File: src/rtl/fakeram_dp_fifo_ctrl_pkg.sv
// Shared constants for the dual-port fakeram FIFO controller.
//   AW_DEF / DW_DEF : default RAM address / data widths (256 x 64 macro)
//   OUTBUF_DEPTH    : entries in the prefetch buffer in front of pop
//   *_DEFAULT       : macro tie-off values, constant in every cycle
package fakeram_dp_pkg;

    localparam int AW_DEF       = 8;
    localparam int DW_DEF       = 64;
    localparam int OUTBUF_DEPTH = 2;

    localparam logic [2:0] EMA_DEFAULT   = 3'b010;
    localparam logic       STOV_DEFAULT  = 1'b0;
    localparam logic       EMASA_DEFAULT = 1'b0;
    localparam logic       RET1N_DEFAULT = 1'b1;

endpackage

File: src/rtl/fakeram_dp_fifo_ctrl_if.sv
// Producer/consumer handshake bundle for the fakeram FIFO controller.
//   push_valid/push_ready/push_data : write side
//   pop_valid/pop_ready/pop_data    : read side
// master = the client (producer + consumer), slave = the controller.
interface fakeram_dp_fifo_ctrl_if
    import fakeram_dp_pkg::*;
#(
    parameter int DW = DW_DEF
);
    logic          push_valid;
    logic          push_ready;
    logic [DW-1:0] push_data;
    logic          pop_valid;
    logic          pop_ready;
    logic [DW-1:0] pop_data;

    modport master (
        output push_valid, push_data, pop_ready,
        input  push_ready, pop_valid, pop_data
    );

    modport slave (
        input  push_valid, push_data, pop_ready,
        output push_ready, pop_valid, pop_data
    );
endinterface

File: src/rtl/fakeram_dp_outbuf.sv
// Small synchronous FIFO holding words already read out of the RAM.
//   clk, rst   : clock, synchronous active-high reset
//   push/data  : capture a word at the tail
//   pop        : drop the head word
//   count      : words held (0..OUTBUF_DEPTH)
//   head       : head word, valid while count != 0
// Push and pop in the same cycle are both honoured. The caller never
// pushes into a full buffer unless it pops in the same cycle.
module fakeram_dp_outbuf
    import fakeram_dp_pkg::*;
#(
    parameter int DW = DW_DEF
) (
    input  logic                                  clk,
    input  logic                                  rst,
    input  logic                                  push,
    input  logic [DW-1:0]                         push_data,
    input  logic                                  pop,
    output logic [$clog2(OUTBUF_DEPTH+1)-1:0]     count,
    output logic [DW-1:0]                         head
);
    localparam int IW = $clog2(OUTBUF_DEPTH);
    localparam int CW = $clog2(OUTBUF_DEPTH + 1);

    logic [DW-1:0] mem [OUTBUF_DEPTH];
    logic [IW-1:0] wr_idx;
    logic [IW-1:0] rd_idx;

    // Depth is a power of two, so the indices wrap naturally.
    always_ff @(posedge clk) begin
        if (rst) begin
            wr_idx <= '0;
            rd_idx <= '0;
            count  <= '0;
        end else begin
            if (push) wr_idx <= wr_idx + IW'(1);
            if (pop)  rd_idx <= rd_idx + IW'(1);
            count <= count + CW'(push) - CW'(pop);
        end
    end

    // Storage needs no reset; count gates every use of it.
    always_ff @(posedge clk) begin
        if (push) mem[wr_idx] <= push_data;
    end

    assign head = mem[rd_idx];

endmodule

File: src/rtl/fakeram_dp_fifo_ctrl.sv
// Ready/valid FIFO built on a 2**AW x DW dual-port fakeram macro.
//   CLK, RST          : clock, synchronous active-high reset
//   bus (slave)       : push/pop handshake
//   occupancy         : words held (RAM + in-flight read + output buffer)
//   CENA/AA/QA        : macro port A, read only
//   CENB/AB/DB        : macro port B, write only
//   STOV..EMAB, RET1N : constant macro tie-offs
// The macro drives port-B data onto QA whenever CENB is low, so writes
// are held off in every read-return cycle (rd_pending).
module fakeram_dp_fifo_ctrl
    import fakeram_dp_pkg::*;
#(
    parameter int AW = AW_DEF,
    parameter int DW = DW_DEF
) (
    input  logic                         CLK,
    input  logic                         RST,
    fakeram_dp_fifo_ctrl_if.slave        bus,
    output logic [AW+1:0]                occupancy,
    output logic                         CENA,
    output logic [AW-1:0]                AA,
    input  logic [DW-1:0]                QA,
    output logic                         CENB,
    output logic [AW-1:0]                AB,
    output logic [DW-1:0]                DB,
    output logic                         STOV,
    output logic                         EMASA,
    output logic                         RET1N,
    output logic [2:0]                   EMAA,
    output logic [2:0]                   EMAB
);
    localparam int          CW    = $clog2(OUTBUF_DEPTH + 1);
    localparam logic [AW:0] DEPTH = {1'b1, {AW{1'b0}}};

    logic [AW:0]   wr_ptr;
    logic [AW:0]   rd_ptr;
    logic [AW:0]   mem_count;
    logic          rd_pending;
    logic [CW-1:0] out_count;
    logic [CW:0]   out_after;
    logic          push_fire;
    logic          pop_fire;
    logic          rd_issue;

    // Extra pointer bit lets mem_count tell full (DEPTH) from empty (0).
    assign mem_count = wr_ptr - rd_ptr;

    assign bus.push_ready = !RST && (mem_count != DEPTH) && !rd_pending;
    assign push_fire      = bus.push_valid && bus.push_ready;
    assign pop_fire       = bus.pop_valid && bus.pop_ready;

    // Buffer slots still claimed after this cycle's pop; a read is only
    // issued if its data is guaranteed a slot when it returns.
    assign out_after = (CW+1)'(out_count) + (CW+1)'(rd_pending) - (CW+1)'(pop_fire);
    assign rd_issue  = !RST && (mem_count != '0) && (out_after < (CW+1)'(OUTBUF_DEPTH));

    assign CENB = !push_fire;
    assign AB   = wr_ptr[AW-1:0];
    assign DB   = bus.push_data;
    assign CENA = !rd_issue;
    assign AA   = rd_ptr[AW-1:0];

    always_ff @(posedge CLK) begin
        if (RST) begin
            wr_ptr     <= '0;
            rd_ptr     <= '0;
            rd_pending <= 1'b0;
        end else begin
            wr_ptr     <= wr_ptr + (AW+1)'(push_fire);
            rd_ptr     <= rd_ptr + (AW+1)'(rd_issue);
            rd_pending <= rd_issue;
        end
    end

    // The buffer's own reset wins over a capture, so a read in flight
    // across reset is dropped.
    fakeram_dp_outbuf #(
        .DW        (DW)
    ) u_outbuf (
        .clk       (CLK),
        .rst       (RST),
        .push      (rd_pending),
        .push_data (QA),
        .pop       (pop_fire),
        .count     (out_count),
        .head      (bus.pop_data)
    );

    assign bus.pop_valid = (out_count != '0);

    assign occupancy = (AW+2)'(mem_count) + (AW+2)'(rd_pending) + (AW+2)'(out_count);

    assign STOV  = STOV_DEFAULT;
    assign EMASA = EMASA_DEFAULT;
    assign RET1N = RET1N_DEFAULT;
    assign EMAA  = EMA_DEFAULT;
    assign EMAB  = EMA_DEFAULT;

endmodule

File: src/flat_wrapper.sv
// flat-port wrapper written by rule: the top's interface ports become plain ports
module fakeram_dp_fifo_ctrl_flat import fakeram_dp_pkg::*;
#(
    parameter int AW = AW_DEF,
    parameter int DW = DW_DEF
)
  (CLK, RST, occupancy, CENA, AA, QA, CENB, AB, DB, STOV, EMASA, RET1N, EMAA, EMAB, bus_push_valid, bus_push_data, bus_pop_ready, bus_push_ready, bus_pop_valid, bus_pop_data);
  fakeram_dp_fifo_ctrl_if #(.DW(DW)) bus_i ();
  input  logic CLK;
  input  logic RST;
  output logic [AW+1:0] occupancy;
  output logic CENA;
  output logic [AW-1:0] AA;
  input  logic [DW-1:0] QA;
  output logic CENB;
  output logic [AW-1:0] AB;
  output logic [DW-1:0] DB;
  output logic STOV;
  output logic EMASA;
  output logic RET1N;
  output logic [2:0] EMAA;
  output logic [2:0] EMAB;
  input wire logic [$bits(bus_i.push_valid)-1:0] bus_push_valid;
  input wire logic [$bits(bus_i.push_data)-1:0] bus_push_data;
  input wire logic [$bits(bus_i.pop_ready)-1:0] bus_pop_ready;
  output wire logic [$bits(bus_i.push_ready)-1:0] bus_push_ready;
  output wire logic [$bits(bus_i.pop_valid)-1:0] bus_pop_valid;
  output wire logic [$bits(bus_i.pop_data)-1:0] bus_pop_data;
  assign bus_i.push_valid = bus_push_valid;
  assign bus_i.push_data = bus_push_data;
  assign bus_i.pop_ready = bus_pop_ready;
  assign bus_push_ready = bus_i.push_ready;
  assign bus_pop_valid = bus_i.pop_valid;
  assign bus_pop_data = bus_i.pop_data;
  fakeram_dp_fifo_ctrl #(.AW(AW), .DW(DW)) u_core (.CLK(CLK), .RST(RST), .bus(bus_i), .occupancy(occupancy), .CENA(CENA), .AA(AA), .QA(QA), .CENB(CENB), .AB(AB), .DB(DB), .STOV(STOV), .EMASA(EMASA), .RET1N(RET1N), .EMAA(EMAA), .EMAB(EMAB));
endmodule
File: config.mk
export PLATFORM = sky130hd
export DESIGN_NAME = fakeram_dp_fifo_ctrl_flat
export DESIGN_NICKNAME = d
export VERILOG_FILES = /design/src/rtl/fakeram_dp_fifo_ctrl_pkg.sv /design/src/rtl/fakeram_dp_fifo_ctrl_if.sv /design/src/rtl/fakeram_dp_outbuf.sv /design/src/rtl/fakeram_dp_fifo_ctrl.sv /design/src/flat_wrapper.sv
export SDC_FILE = /design/constraint.sdc
export NUM_CORES = 1
export LEC_CHECK = 0
export ABC_CLOCK_PERIOD_IN_PS = 4000
export CORE_ASPECT_RATIO = 2
export CORE_MARGIN = 10
export CORE_UTILIZATION = 25
export DETAILED_ROUTE_END_ITERATION = 10
export PLACE_DENSITY_LB_ADDON = 0.1
export SLEW_MARGIN = 0
export SYNTH_ARGS = -nofsm -noshare
export SYNTH_HDL_FRONTEND = slang
export SYNTH_SLANG_ARGS = --single-unit
File: constraint.sdc
create_clock -name CLK -period 4 [get_ports CLK]
set_input_delay 0.6 -clock CLK [delete_from_list [all_inputs] [get_ports CLK]]
set_output_delay 0.6 -clock CLK [all_outputs]
set_load 0.02 [all_outputs]
==> impl_metrics.json, run 1 <==
{
  "status": "completed",
  "layout_commonest_cell": "clkdlybuf4s50_1",
  "fin_tns_setup_ps": 0,
  "arrival_ps": 3190,
  "cp_slowest_stage_delay_ps": 430,
  "area_delta_synth_final_pct": 30.44,
  "cts_made_buffers": 17,
  "peakVddDrop_mv": 0.4191,
  "maxSlewHeadroom": 0.4673,
  "power_frac_seq": 0.341,
  "worst-setup-path-type": "reg -> out",
  "finalHoldViolCount": 0,
  "ys_seq_area_frac": 0.6236,
  "fin_skew_ps": 7.195,
  "insertion_delay_ps": 420,
  "setup_viol_count_final": 0,
  "place.port_buffers": 161,
  "synth-edff-count": 128,
  "grtUsageTotal": 0.1083,
  "period_needed_ps": 3786,
  "wl_per_cell_um": 19.72,
  "fin_crit_sh": 0.9464,
  "synthArstFlopShare": 0,
  "rows": 86,
  "synth_flop_cell": "edfxtp_1",
  "power_frac_clock": 0.258,
  "grt_pass1_wl_um": 27950,
  "layout.nets": 737,
  "p_leak_nw": 3.114,
  "antenna_found_initial": 0,
  "ant_nets": 0,
  "cp_cell_sequence": "inv_1 -> ha_1 -> fa_1 -> nand2b_1 -> a21oi_2 -> xnor2_2 -> nand4b_4 -> or3_4 -> o21ai_1 -> dlygate4sd2_1",
  "cts.reportedPaths.clkPinSlew_ps": 60,
  "fmax_mhz": 264.2,
  "drt_iter0_drc": 132,
  "critPathSlowestCell": "fa_1",
  "regToRegSetupSlack_ps": 450,
  "grt_max_degree": 43,
  "drc": 0,
  "fp.dieW_um": 137.8,
  "switching_share": 0.3400,
  "cp-end-kind": "output pin",
  "cellPowerDensity_nw_per_um2": 695.9,
  "final-max-slew-violation-count": 0,
  "maxCapViolCount": 0,
  "diodes": 0,
  "core_area_um2": 27440,
  "final_cells": 950,
  "firstDrtPassIters": 5,
  "drive_above_1_share": 0.2023,
  "ys_types": 39,
  "hold_class": "reg -> reg",
  "switching_power_mw": 2.140,
  "ys_warn_count": 0,
  "ios": 299,
  "avgSynthCellArea_um2": 14.27,
  "die_area_um2": 35200,
  "vias": 3979,
  "required_ps": 3400,
  "h-tree-depth": 4,
  "dp_worst_setup_slack_ps": 91.65,
  "initial_utilization": 0.2527,
  "p_comb_frac": 0.401,
  "max_slew.worst_pin.slew_ps": 799.0,
  "final_cell_area_um2": 9045,
  "cts-root-buf": "clkbuf_16",
  "placed_cells": 917,
  "cts_sinks": 152,
  "p_int_mw": 4.154,
  "vias_per_cell": 4.188,
  "hold_buffers": 0,
  "synth_cells": 486,
  "dpl_cell_area_um2": 8417,
  "fin_ws_ps": 214.3,
  "die_h_um": 255.5,
  "nFillCells": 2757,
  "hpwl_um": 13840,
  "worstPathMaxFanout": 4,
  "cts_tree": "built",
  "worst-path-buf-inv": 2,
  "grt_overflow_total": 0,
  "cp_top_family": "simple AND/OR/NAND/NOR gates",
  "synth-seq-cells": 152,
  "final_cell_mix": "153 x clkdlybuf4s50_1, 128 x edfxtp_1, 64 x mux2_2",
  "rsz0062_at_grt": "no",
  "grt_pass1_vias": 4384,
  "start_kind": "flip-flop",
  "syn_area_um2": 6934,
  "clk_path_buf_depth": 2,
  "wl_um": 18730,
  "routabilityCongestion": 0.7801
}
sequential cells by signal, indices dropped and copies added, names as in the netlist, named ones only:
| signal | flops |
|---|---|
| u_core.u_outbuf.mem | 128 |
| u_core.rd_ptr | 9 |
| u_core.wr_ptr | 9 |
| u_core.u_outbuf.count | 2 |
| u_core.rd_pending | 1 |
| u_core.u_outbuf.rd_idx | 1 |
| u_core.u_outbuf.wr_idx | 1 |
kinds of logic after synthesis:
kind of cell               after synthesis  synth area share
AOI/OAI and AO/OA                       35           0.03067
adders and majority gates               20           0.04042
muxes                                   64            0.1039
xor gates and xnor gates                26           0.03284
and+or+nand+nor                         69           0.05539
buffers and inverters                  118            0.1121
DFF                                    152            0.6236
other                                    2          0.001083
final cells by class:
cell class                 count  area [um^2]  area share
timing repair buffer         172         1709      0.1890
clock inverter                14        160.2     0.01771
inverter                      19        71.32    0.007885
tap                          352        440.4     0.04869
clock buffer                  18        429.2     0.04745
sequential                   152         4325      0.4782
multi-input combinational    223         1909      0.2111
per-layer routing:
| metal | part of all wire | track usage |
|---|---|---|
| met4 | 0.023 | 0.04831 |
| met1 | 0.33 | 0.09800 |
| met5 | 0 | 0 |
| met2 | 0.58 | 0.2046 |
| met3 | 0.065 | 0.03793 |
Yosys cell counts, drive strengths merged, types with 3 or more instances:
| library cell | count | area (um^2) |
|---|---|---|
| edfxtp | 128 | 3844 |
| buf | 89 | 668.1 |
| mux2 | 64 | 720.7 |
| dfxtp | 24 | 480.5 |
| nor2 | 20 | 75.07 |
| inv | 19 | 71.32 |
| ha | 16 | 200.2 |
| xnor2 | 16 | 140.1 |
| a21oi | 12 | 60.06 |
| o21ai | 12 | 63.81 |
| clkbuf | 10 | 37.54 |
| xor2 | 10 | 87.58 |
| or3 | 9 | 61.31 |
| nand3 | 8 | 40.04 |
| nand2 | 6 | 22.52 |
| nor2b | 6 | 37.54 |
| fa | 4 | 80.08 |
| a21boi | 3 | 26.27 |
| and3 | 3 | 18.77 |
| nor3 | 3 | 15.01 |
| nor3b | 3 | 22.52 |
final timing paths:
path         depth (start not counted)             start          endpoint
max                                 10  u_core.wr_ptr[0]              CENA
min                                  2  u_core.rd_ptr[8]  u_core.rd_ptr[8]
max reg2reg                         14  u_core.wr_ptr[0]  u_core.wr_ptr[8]
min reg2reg                          2  u_core.rd_ptr[8]  u_core.rd_ptr[8]
power by group through the flow:
| stage | logic [mW] | registers [mW] | clock network [mW] |
|---|---|---|---|
| 6_report | 2.52 | 2.15 | 1.62 |
| 2_1_floorplan | 1.53 | 2.15 | 0 |
| 3_5_place_dp | 2.58 | 2.19 | 0 |
| 4_1_cts | 2.60 | 2.15 | 1.69 |
| 3_3_place_gp | 2.58 | 2.18 | 0 |
| 5_1_grt | 2.73 | 2.18 | 1.74 |
worst min-delay path: cells and delay by family (launching register included):
kind,cells,cell delay (ps)
flops,1,330
compound gates,2,140
per-stage QoR:
step	hold WS [ps]	power, mW	utilization
floorplan	469.5	3.676	-
global placement	491.0	4.755	0.3067
detailed placement	499.2	4.764	0.3067
CTS	515.4	6.439	0.3293
global route	550.3	6.653	0.3296
finish	510.5	6.294	0.3296
what timing repair did:
item / CTS / global route
hold endpoints to repair: 0 / 0
resized for setup: 13 / 5
buffers inserted: 1 / 0
pin swaps: 1 / 0
setup endpoints to repair: 7 / 4
Power figures use the tool's default switching activity.
==> run 2: changes to the inputs <==
CORE_UTILIZATION = 43   (was 25)
PLACE_DENSITY_LB_ADDON = 0.05   (was 0.1)
==> run 2 against run 1 <==
Net effect:
- non-clock buffer count is the same
- cell count shrank 16%
- first-iteration DRC count grew 11%
- count of clock-buffer cells in the layout shrank 1
- critical path depth shrank 3
- sequential cell count is the same
- clock power grew 7%
- global-route usage grew 5.1 points
- highest routed layer unchanged
- wire length shrank 8.0%
- largest cell class unchanged
- largest power group unchanged
==> impl_metrics.json, run 2 (synthesis results as in run 1) <==
{
  "die_h_um": 199.6,
  "worstPathMaxFanout": 3,
  "clk_path_buf_depth": 2,
  "p_comb_frac": 0.389,
  "h-tree-depth": 4,
  "drt_iter0_drc": 147,
  "layout_commonest_cell": "clkdlybuf4s50_1",
  "diodes": 0,
  "final_cells": 799,
  "cts.reportedPaths.clkPinSlew_ps": 60,
  "insertion_delay_ps": 420,
  "setup_viol_count_final": 0,
  "cp_cell_sequence": "inv_1 -> ha_1 -> fa_1 -> fa_1 -> nor3_1 -> xnor2_1 -> clkdlybuf4s50_1",
  "cp_slowest_stage_delay_ps": 650,
  "grt_max_degree": 42,
  "regMostFlops": "u_core.u_outbuf.mem",
  "placed_cells": 766,
  "wl_per_cell_um": 21.56,
  "fp.dieW_um": 109.8,
  "layout.nets": 737,
  "fmax_mhz": 261.6,
  "final_cell_mix": "153 x clkdlybuf4s50_1, 128 x edfxtp_1, 64 x mux2_2",
  "top_regs": "u_core.u_outbuf.mem (128), u_core.rd_ptr (9), u_core.wr_ptr (9)",
  "switching_share": 0.3211,
  "core_area_um2": 15780,
  "place.port_buffers": 161,
  "p_int_mw": 4.313,
  "cellPowerDensity_nw_per_um2": 712.8,
  "arrival_ps": 3220,
  "critPathSlowestCell": "clkdlybuf4s50_1",
  "p_leak_nw": 3.135,
  "worst-setup-path-type": "reg -> out",
  "final_cell_area_um2": 8912,
  "initial_utilization": 0.4395,
  "hpwl_um": 13080,
  "multi_input_area_um2": 1902,
  "fin_crit_sh": 0.9556,
  "grtUsageTotal": 0.1597,
  "drc": 0,
  "cp-end-kind": "output pin",
  "cts_made_buffers": 17,
  "ios": 299,
  "hold_class": "reg -> reg",
  "rows": 65,
  "largest_reg_flops": 128,
  "postLayoutCoreUtil": 0.5649,
  "rsz0062_at_grt": "no",
  "drive_above_1_share": 0.1990,
  "switching_power_mw": 2.040,
  "nFillCells": 1320,
  "ant_nets": 0,
  "cts_sinks": 152,
  "power_frac_seq": 0.338,
  "antenna_found_initial": 0,
  "hold_depth": 2,
  "layout.area.seq_um2": 4325,
  "wl_um": 17230,
  "grt_pass1_vias": 4344,
  "period_needed_ps": 3822,
  "cts-root-buf": "clkbuf_16",
  "finalHoldViolCount": 0,
  "dpl_cell_area_um2": 8228,
  "grt_overflow_total": 0,
  "die_area_um2": 21910,
  "vias": 4029,
  "routabilityCongestion": 0.7889,
  "maxCapViolCount": 0,
  "start_kind": "flip-flop",
  "status": "completed",
  "maxSlewHeadroom": 0.4696,
  "firstDrtPassIters": 4,
  "required_ps": 3400,
  "peakVddDrop_mv": 0.5602,
  "power_frac_clock": 0.273,
  "crit_path_frequent_cell": "fa_1",
  "max_slew.worst_pin.slew_ps": 793.7,
  "fin_skew_ps": 5.090,
  "rr_worst_depth": 17,
  "grt_pass1_wl_um": 25760,
  "final-max-slew-violation-count": 0,
  "area_delta_synth_final_pct": 28.53,
  "vias_per_cell": 5.043,
  "cts_tree": "built"
}
-- run 2: cell count changes in the layout (fill, tap and decap cells not counted), moves of 2 or more --
cell / delta
a21oi_1: +2
inv_6: -4
clkinv_4: +4
inv_8: -2
a21oi_2: -2
bufinv_16: +3
-- run 2: timing repair --
item | in CTS | in global routing
endpoints found under the setup margin | 8 | 1
pin swaps | 1 | 0
buffers inserted | 1 | 0
resized for setup | 13 | 1
hold buffers | 0 | 0
-- run 2: per-layer routing --
metal | global-route usage | up-vias | routed length, um
met5 | 0 | - | 0
met4 | 0.05523 | 0 | 273
met3 | 0.08906 | 24 | 1786
met2 | 0.2850 | 198 | 9533
met1 | 0.1454 | 1975 | 5635
li1 | - | 1832 | -
-- run 2: path summary, 6_finish.rpt --
check	start	end	slack, ps
worst max-delay path	u_core.wr_ptr[0]	occupancy[4]	180
worst min-delay path	u_core.wr_ptr[8]	u_core.wr_ptr[8]	510
worst max register to register	u_core.u_outbuf.count[1]	u_core.rd_ptr[6]	420
worst min register to register	u_core.wr_ptr[8]	u_core.wr_ptr[8]	510
-- run 2: critical path: cells and delay by family (launching register included) --
kind	cells	cell delay, ps
xor gates and xnor gates	1	160
adders and majority gates	3	1300
buffers and inverters	2	720
DFF	1	360
and+or+nand+nor	1	260
-- run 2: metrics by stage --
step | setup TNS [ps] | hold WS (ps) | setup WS [ps] | total power, mW
CTS | 0 | 506.5 | 112.0 | 6.459
global placement | -38.52 | 482.5 | -38.52 | 4.665
floorplan | 0 | 469.5 | 360.8 | 3.676
global route | 0 | 538.5 | 2.731 | 6.675
detailed placement | -126.0 | 497.5 | -101.9 | 4.686
finish | 0 | 506.8 | 177.8 | 6.353
-- run 2: power by group through the flow --
stage / combinational, mW / clock [mW] / sequential, mW
finish: 2.47 / 1.74 / 2.15
global route: 2.66 / 1.84 / 2.18
CTS: 2.53 / 1.78 / 2.15
detailed placement: 2.50 / 0 / 2.19
global placement: 2.49 / 0 / 2.17
floorplan: 1.53 / 0 / 2.15
-- run 2: area by class of cell --
cell class,instances,share of cell area
sequential,152,0.4853
multi-input combinational,223,0.2134
timing repair buffer,172,0.1922
clock buffer,17,0.04773
tap,201,0.02822
clock inverter,15,0.02513
inverter,19,0.008002
==> run 3: changes to the inputs <==
ABC_CLOCK_PERIOD_IN_PS = 4800   (was 4000)
CORE_UTILIZATION = 47   (was 43)
SYNTH_HIERARCHICAL = 1   (was default)
clock period = 4.8 ns   (was 4 ns; I/O delays follow)
==> run 3 against run 2 <==
Net effect:
- register-to-register slack better by 770 ps
- via count down 2.2%
- wire length up 4.2%
- highest routed layer unchanged
==> impl_metrics.json, run 3 <==
{
  "die_area_um2": 21290,
  "status": "completed",
  "hold_buffers": 0,
  "synth_flop_cell": "edfxtp_1",
  "cts.reportedPaths.clkPinSlew_ps": 60,
  "largest_reg_flops": 128,
  "start_kind": "flip-flop",
  "maxSlewHeadroom": 0.3091,
  "avgSynthCellArea_um2": 15.05,
  "drc": 0,
  "grt_max_degree": 34,
  "arrival_ps": 3550,
  "ant_nets": 0,
  "yosys-top-cells-count": "128 x edfxtp_1, 89 x buf_4, 60 x mux2_4",
  "synth-edff-count": 128,
  "cts_tree": "built",
  "firstDrtPassIters": 4,
  "drive_above_1_share": 0.1919,
  "drt_iter0_drc": 120,
  "rsz0062_at_grt": "no",
  "synth.top_cell.area_share": 0.5246,
  "final-max-slew-violation-count": 0,
  "top_regs": "u_core/u_outbuf/mem (128), u_core/rd_ptr (9), u_core/wr_ptr (9)",
  "nFillCells": 1218,
  "cellPowerDensity_nw_per_um2": 581.6,
  "core_area_um2": 15290,
  "cts_sinks": 152,
  "synth_cells": 487,
  "yosysTopAreaCell": "edfxtp_1",
  "grt_overflow_total": 0,
  "cp-end-kind": "output pin",
  "finalHoldViolCount": 0,
  "layout_commonest_cell": "clkdlybuf4s50_1",
  "hpwl_um": 13840,
  "regMostFlops": "u_core/u_outbuf/mem",
  "required_ps": 4080,
  "h-tree-depth": 4,
  "p_leak_nw": 3.304,
  "ys_types": 48,
  "routabilityCongestion": 0.7895,
  "fin_crit_sh": 0.8890,
  "wl_per_cell_um": 22.66,
  "worstPathMaxFanout": 7,
  "max_slew.worst_pin.slew_ps": 1034,
  "fmax_mhz": 234.3,
  "vias": 3942,
  "fin_skew_ps": 8.617,
  "wl_um": 17950,
  "cts-root-buf": "clkbuf_16",
  "antenna_found_initial": 0,
  "final_cell_mix": "161 x clkdlybuf4s50_1, 128 x edfxtp_1, 60 x mux2_4",
  "cts_setup_buffers": 0,
  "grt_pass1_vias": 4238,
  "place.port_buffers": 161,
  "fin_tns_setup_ps": 0,
  "peakVddDrop_mv": 0.5583,
  "cts-resized-gates": 0,
  "insertion_delay_ps": 410,
  "synthArstFlopShare": 0,
  "hold_class": "reg -> reg",
  "maxCapViolCount": 0,
  "ys_seq_area_frac": 0.5902,
  "yosysMostFrequentCell": "edfxtp_1",
  "layout.nets": 734,
  "ios": 299,
  "initial_utilization": 0.4791,
  "grt_pass1_wl_um": 25850,
  "syn_area_um2": 7327,
  "fp.dieW_um": 108.3,
  "setup_viol_count_final": 0,
  "area_delta_synth_final_pct": 23.67,
  "dpl_cell_area_um2": 8456,
  "synth-seq-cells": 152,
  "ys_warn_count": 6,
  "synth.area.top_cells": "edfxtp_1 52%, mux2_4 12%, buf_4 9.1%",
  "worst-setup-path-type": "reg -> out",
  "clk_path_buf_depth": 2,
  "die_h_um": 196.6,
  "cts_made_buffers": 17,
  "rows": 64,
  "vias_per_cell": 4.977,
  "final_cell_area_um2": 9061,
  "diodes": 0,
  "period_needed_ps": 4267,
  "grtUsageTotal": 0.1667
}
[run 3: logic make-up (layout without fill, tap and decap cells)]
group | count (synthesis) | count (layout) | share of synthesized area
fa+ha+maj | 21 | 21 | 0.03996
other cells | 2 | 9 | 0.001025
simple gates | 72 | 72 | 0.05430
buf+inv | 118 | 218 | 0.1204
flops | 152 | 152 | 0.5902
mux | 64 | 64 | 0.1291
xor+xnor | 26 | 26 | 0.03296
compound gates | 32 | 32 | 0.03211
[run 3: cell type report]
type                            instances  area [um^2]  area share
Clock buffer                           19        452.9     0.04999
Sequential cell                       152         4328      0.4776
Multi-Input combinational cell        224         2156      0.2379
Timing Repair Buffer                  166         1649      0.1820
Clock inverter                         13        152.6     0.01685
Inverter                               20        75.07    0.008285
Tap cell                              198        247.7     0.02734
[run 3: metal layers]
layer  share of wire  vias up  track usage
met5               0        -            0
met4           0.024        0      0.07511
met3            0.12       20       0.1039
met2            0.55      208       0.2965
met1            0.31     1888       0.1397
li1                -     1826            -
[run 3: critical path: stages, from the launching register on]
cell	delay (ps)
dfxtp_1	460
inv_1	120
ha_1	350
nor2b_1	180
o211ai_2	260
nand2_2	110
a31oi_1	300
xor2_1	530
a211o_1	220
clkdlybuf4s50_1	600
[run 3: path summary, 6_finish.rpt]
path | slack, ps | start | cells after the start | to
worst max register to register | 1190 | u_core/rd_ptr[5] | 14 | u_core/rd_ptr[6]
worst min register to register | 500 | u_core/wr_ptr[8] | 2 | u_core/wr_ptr[8]
worst min-delay path | 500 | u_core/wr_ptr[8] | 2 | u_core/wr_ptr[8]
worst max-delay path | 530 | u_core/rd_ptr[2] | 9 | CENA
[run 3: where the power goes]
part / total [mW] / internal (mW) / switching (mW)
clock network: 1.34 / 0.839 / 0.500
logic: 2.13 / 1.06 / 1.07
registers: 1.80 / 1.69 / 0.112
[run 3: metrics by stage]
step | hold WS [ps] | std cells | power [mW] | worst slack, ps | util
floorplan | 470.5 | 494 | 3.265 | 998.4 | -
global placement | 482.8 | 760 | 3.962 | 917.2 | 0.5528
detailed placement | 491.6 | 760 | 3.991 | 894.5 | 0.5528
CTS | 502.1 | 792 | 5.352 | 485.5 | 0.5924
global route | 553.7 | 792 | 5.507 | 356.9 | 0.5924
finish | 498.8 | 792 | 5.270 | 532.8 | 0.5924
